**src/rtl/dtc_eval_driver.sv**
```systemverilog
// Valid/ready evaluation front-end for the dtc_* classifiers: registers a feature vector onto the
// classifier bus, captures the decision, emits a result stream. Stats built under DTC_DRV_STATS_EN.
module dtc_eval_driver #(
  parameter int unsigned FEAT_W = 7,
  parameter int unsigned CNT_W  = 16
) (
  input  logic              clk,
  input  logic              rst_n,
  input  logic              s_valid,
  output logic              s_ready,
  input  logic [FEAT_W-1:0] s_feat,
  input  logic              s_label,
  output logic [FEAT_W-1:0] cls_inp,
  input  logic              cls_outp,
  output logic              m_valid,
  input  logic              m_ready,
  output logic              m_pred,
  output logic              m_match,
  input  logic              clear,
  output logic [CNT_W-1:0]  total_cnt,
  output logic [CNT_W-1:0]  correct_cnt
);

  typedef enum logic [1:0] {IDLE, EVAL, OUT} state_t;

  state_t            state_q, state_d;
  logic [FEAT_W-1:0] cls_inp_q, cls_inp_d;
  logic              label_q, label_d;
  logic              m_valid_q, m_valid_d;
  logic              m_pred_q, m_pred_d;
  logic              m_match_q, m_match_d;
  logic              accept;
  logic              eval_fire;
  logic              cur_match;

  assign s_ready   = (state_q == IDLE) | ((state_q == OUT) & m_ready);
  assign accept    = s_valid & s_ready;
  assign eval_fire = (state_q == EVAL);
  assign cur_match = (cls_outp == label_q);

  always_comb begin
    state_d   = state_q;
    cls_inp_d = cls_inp_q;
    label_d   = label_q;
    m_valid_d = m_valid_q;
    m_pred_d  = m_pred_q;
    m_match_d = m_match_q;
    case (state_q)
      IDLE: if (accept) state_d = EVAL;
      EVAL: begin
        m_pred_d  = cls_outp;
        m_match_d = cur_match;
        m_valid_d = 1'b1;
        state_d   = OUT;
      end
      OUT: if (m_ready) begin
        m_valid_d = 1'b0;
        state_d   = accept ? EVAL : IDLE;
      end
      default: state_d = IDLE;
    endcase
    if (accept) begin
      cls_inp_d = s_feat;
      label_d   = s_label;
    end
  end

  always_ff @(posedge clk or negedge rst_n) begin
    if (!rst_n) begin
      state_q   <= IDLE;
      cls_inp_q <= '0;
      label_q   <= 1'b0;
      m_valid_q <= 1'b0;
      m_pred_q  <= 1'b0;
      m_match_q <= 1'b0;
    end else begin
      state_q   <= state_d;
      cls_inp_q <= cls_inp_d;
      label_q   <= label_d;
      m_valid_q <= m_valid_d;
      m_pred_q  <= m_pred_d;
      m_match_q <= m_match_d;
    end
  end

  assign cls_inp = cls_inp_q;
  assign m_valid = m_valid_q;
  assign m_pred  = m_pred_q;
  assign m_match = m_match_q;

`ifdef DTC_DRV_STATS_EN
  logic [CNT_W-1:0] total_q, total_d;
  logic [CNT_W-1:0] correct_q, correct_d;

  // clear has priority over a coincident EVAL increment; both counters saturate independently
  always_comb begin
    total_d   = total_q;
    correct_d = correct_q;
    if (clear) begin
      total_d   = '0;
      correct_d = '0;
    end else if (eval_fire) begin
      if (total_q != '1) total_d = total_q + CNT_W'(1);
      if (cur_match && (correct_q != '1)) correct_d = correct_q + CNT_W'(1);
    end
  end

  always_ff @(posedge clk or negedge rst_n) begin
    if (!rst_n) begin
      total_q   <= '0;
      correct_q <= '0;
    end else begin
      total_q   <= total_d;
      correct_q <= correct_d;
    end
  end

  assign total_cnt   = total_q;
  assign correct_cnt = correct_q;
`else
  logic unused_stats;
  assign unused_stats = clear ^ eval_fire;
  assign total_cnt    = '0;
  assign correct_cnt  = '0;
`endif

endmodule
```
**config.mk**
```make
export PLATFORM = sky130hd
export DESIGN_NAME = dtc_eval_driver
export DESIGN_NICKNAME = d
export VERILOG_FILES = /design/src/rtl/dtc_eval_driver.sv
export SDC_FILE = /design/constraint.sdc
export NUM_CORES = 1
export LEC_CHECK = 0
export ABC_AREA = 1
export CORE_MARGIN = 4
export CORE_UTILIZATION = 31
export DETAILED_ROUTE_END_ITERATION = 10
export PLACE_DENSITY = 0.76
export SLEW_MARGIN = 10
export SYNTH_ARGS = -nofsm -noshare
export SYNTH_HDL_FRONTEND = slang
export SYNTH_SLANG_ARGS = --single-unit
export TNS_END_PERCENT = 5
```
**constraint.sdc**
```tcl
create_clock -name clk -period 1 [get_ports clk]
set_input_delay 0.15 -clock clk [delete_from_list [all_inputs] [get_ports clk]]
set_output_delay 0.15 -clock clk [all_outputs]
set_load 0.1 [all_outputs]
```
* After elaboration in Yosys (flattened, before gate mapping)
Cells that the tools add are included.
** Storage, ports and cells
- Bits in registers :: 13
- Input bits :: 14
** Cells by class
- Equal/unequal tests :: 5
- Mux-type cells :: 6
- Bitwise logic cells :: 3
- Reduce and logical (&&, ||, !) cells :: 4
** Operators by type and width (number)
- one-hot mux 2 bit (3 select lines) :: 1
- 2-to-1 mux 2 bit :: 2
- inequality test 2 bit, second input constant :: 2
- AND reduction 2 bit :: 2
- AND 1 bit :: 2
- == test 2 x 1 -> 1 bit, second input constant :: 1
- == test 2 bit, second input constant :: 1
- logical NOT 2 bit :: 1
- 2-to-1 mux 1 bit :: 2
- one-hot mux 1 bit (2 select lines) :: 1
- nonzero test 2 bit :: 1
- == test 1 bit :: 1
- OR 1 bit :: 1

* Depth between registers and ports, before layout
- Depth in word-level cells :: 7
- Gate-level depth with buffers :: 5

* Worst setup path before layout
Ideal clock, no wire load.
- Path kind :: register to output
- Start :: register state_q[1]
- End :: output port s_ready
- Arrival time :: 1.972 ns
- Setup slack :: -1.122 ns
- Stages on the path, launching flop included :: 5
- Buffers on the path :: 1
- Path through :: dfrtp_1 > nand2_1 > buf_4 > inv_1 > nor2_1
** Between the ends
- Cells in the longest elaborated chain, start to end :: 3
- Elaborated cells between the ends (all ways) :: 4
- Classes of those cells :: eq/ne: 1; bitwise: 2; reduce/logical: 1
** RTL lines
- start: declaration :: RTL line 26 : state_t state_q, state_d;
- start signal: assignment :: RTL line 77 : state_q <= state_d;
- == test 2 bit :: RTL line 36 : assign s_ready = (state_q == IDLE) | ((state_q == OUT) & m_ready);
- AND 1 bit :: RTL line 36
- OR 1 bit * :: RTL line 36
- end: declaration :: RTL line 10 : output logic s_ready,
Every way passes the cells marked *; elsewhere a longest branch is shown, timed or not.

* Final worst setup path
Ends and elaborated chain as after synthesis.

==> flow_summary_export.csv <==
group,metric,value,unit
status,status,"finished, violations left",
status,violations,"negative setup slack",
global_routing,grt_pass1_vias,565,
yosys,synth.avg_cell_area,8.146,um2
cells_and_area,insertedDiodeCount,0,
global_routing,grt_pass1_wl,2.394,mm
detailed_routing,drtIter0Drc,4,
sta,rsz0062_at_grt,"true",
sta,maxSlewViolCount,0,
floorplan,die_w,58.75,um
yosys,yosysWarnings,0,
placed_design,post-place-cells,155,
clock_network,cts_hold_buf,0,
cells_and_area,layout_common_cells,"32 x conb_1, 23 x nand2_1, 13 x buf_12",
critical_path,r2r-end,"cls_inp[1]$_DFFE_PN0P_",
global_routing,grt_overflow,0,
detailed_routing,routed_wl,1.548,mm
floorplan,num_io_pins,57,
yosys,synthCells,98,
yosys,yosysTopAreaCell,"dfrtp_1",
yosys,synth_cell_types,10,
floorplan,core,2477,um2
sta,period_minus_slack,1.226,ns
cells_and_area,layout.cells.non_filler,161,
cells_and_area,final_layout_size_suffix_gt1_frac,0.2214,
sta,setup_ws,-0.2258,ns
clock_network,cts_buffers,3,
detailed_routing,ant_nets,0,
min_path,hold_path.class,"in -> reg",
clock_network,clk_path_buf_depth,2,
detailed_routing,first_pass_iters,4,
detailed_routing,drc_errors,0,
sta,fmaxAchievable,815.8,MHz
global_routing,grtUsageTotal,0.09157,
placed_design,routabilityCongestion,0.7407,
cells_and_area,layout_commonest_cell,"conb_1",
cells_and_area,fillers,255,
cells_and_area,nets,146,
sta,holdWs,0.1854,ns
clock_network,h-tree-depth,1,
yosys,ys_seq_area_frac,0.4075,
critical_path,cp-end-kind,"output pin",
global_routing,antenna_found_initial,0,
sta,setup-tns-final,-1.463,ns
critical_path,crit_start,"state_q[1]$_DFFE_PN0P_",
yosys,synth_seq_cells,13,
placed_design,port-buffer-count,23,
floorplan,initial_core_util,0.3222,
sta,setup_viol,21,
critical_path,r2r_cells,7,
sta,period_share,1.226,
min_path,holdPathEnd,"m_valid$_DFFE_PN0P_",
global_routing,grt_start_max_net_pins,14,
cells_and_area,area_growth,48.28,%
sta,finalHoldViolations,0,
floorplan,die-area,3451,um2
critical_path,startpoint_type,"flip-flop",
clock_network,cts_sinks,13,
floorplan,die_h,58.75,um
detailed_routing,vias,608,
detailed_routing,wire_per_inst,9.615,um
critical_path,cp_max_fo,2,
pwr,leakage,0.6467,nW
yosys,yosysTopAreaCellShare,0.4075,
placed_design,place_hpwl,1.268,mm
pwr,ir_drop,1.675,mV
clock_network,clk_latency,0.27,ns
sta,fin_skew,0.002550,ns
critical_path,r2r_start,"state_q[1]$_DFFE_PN0P_",
min_path,hold_start,"m_ready",
clock_network,clk_pin_slew_worst_paths,0.08,ns
min_path,whs_path_depth,4,
yosys,yosys-top-cells-area,"dfrtp_1 41%, buf_4 31%, nand2_1 12%",
job,max_cap_viol_count,0,
yosys,syn_area,798.3,um2
floorplan,core.rowCount,18,
clock_network,clockRootBuffer,"clkbuf_4",
critical_path,worstPathRequired,0.85,ns
critical_path,path_class,"reg -> out",
critical_path,r2r_setup_slack,-0.12,ns
clock_network,cts_tree,"done",
detailed_routing,post_drt_via_cell_ratio,3.776,
critical_path,arrival,1.08,ns
pwr,power_density,3005,nW/um2
[cells by family after synthesis]
| kind of cell | synth area share |
|---|---|
| buffers and inverters | 0.3574 |
| and+or+nand+nor | 0.2179 |
| DFF | 0.4075 |
| AOI/OAI and AO/OA | 0.01254 |
| other | 0.004698 |
[state kept, by name, indices dropped and copies added (netlist names)]
register and cells:
state_q 2, m_valid 1, m_match 1, label_q 1, cls_inp 7, m_pred 1
[worst max-delay path, stage by stage, from the launching register on]
cell	delay, ns
dfrtp_1	0.40
nand2_2	0.10
inv_4	0.04
nor2_4	0.09
buf_12	0.18
[area by class of cell]
cell class                      count  area (um2)  share of cell area
Clock buffer                        4       26.28             0.02220
Inverter                           10       40.04             0.03383
Tap cell                           30       37.54             0.03171
Sequential cell                    13       326.6              0.2759
Timing Repair Buffer               31       427.9              0.3615
Multi-Input combinational cell     73       325.3              0.2748
[per-stage QoR]
stage          worst slack [ns]  total power [W]  cell area [um2]  utilization
3_5_place_dp            -0.2917         0.003230             1127       0.4551
4_1_cts                 -0.2470         0.003581             1174       0.4737
3_3_place_gp            -0.2837         0.003199             1127       0.4551
2_1_floorplan           -0.2888         0.002532            930.9            -
5_1_grt                 -0.2730         0.003692             1184       0.4778
6_report                -0.2258         0.003557             1184       0.4778
[cell usage after synthesis, drive strengths merged]
master / number
buf: 33
conb: 1
inv: 10
nand3: 10
o21ai: 2
dfrtp: 13
nand2: 26
nor2: 3
[worst max-delay path by stage]
| stage | cells past startpoint | slack (ns) | end |
|---|---|---|---|
| global route | 4 | -0.27 | s_ready |
| floorplan | 4 | -0.29 | s_ready |
| CTS | 4 | -0.25 | s_ready |
| global placement | 6 | -0.28 | s_ready |
| finish | 4 | -0.23 | s_ready |
| detailed placement | 6 | -0.29 | s_ready |
[repair_timing]
item                       in CTS  in global routing
setup endpoints to repair      13                 22
gates resized for setup         3                  1
buffers inserted                1                  1
pin swaps                       3                  1
[per-layer routing]
metal / wire, um / vias to the layer above / GRT usage / share of wire
li1: - / 298 / - / -
met1: 479 / 279 / 0.09004 / 0.31
met2: 890 / 31 / 0.1798 / 0.57
met3: 178 / 0 / 0.04605 / 0.11
met4: 0 / 0 / 0 / 0
met5: 0 / - / 0 / 0
[where the power goes]
part / leakage, nW / internal (W) / switching [W]
clock network: 0.0150 / 0.000155 / 0.000166
registers: 0.158 / 0.000669 / 0.000156
logic: 0.474 / 0.000685 / 0.00173
total: 0.647 / 0.00151 / 0.00205
No activity file was read; power rests on OpenSTA's default activity.
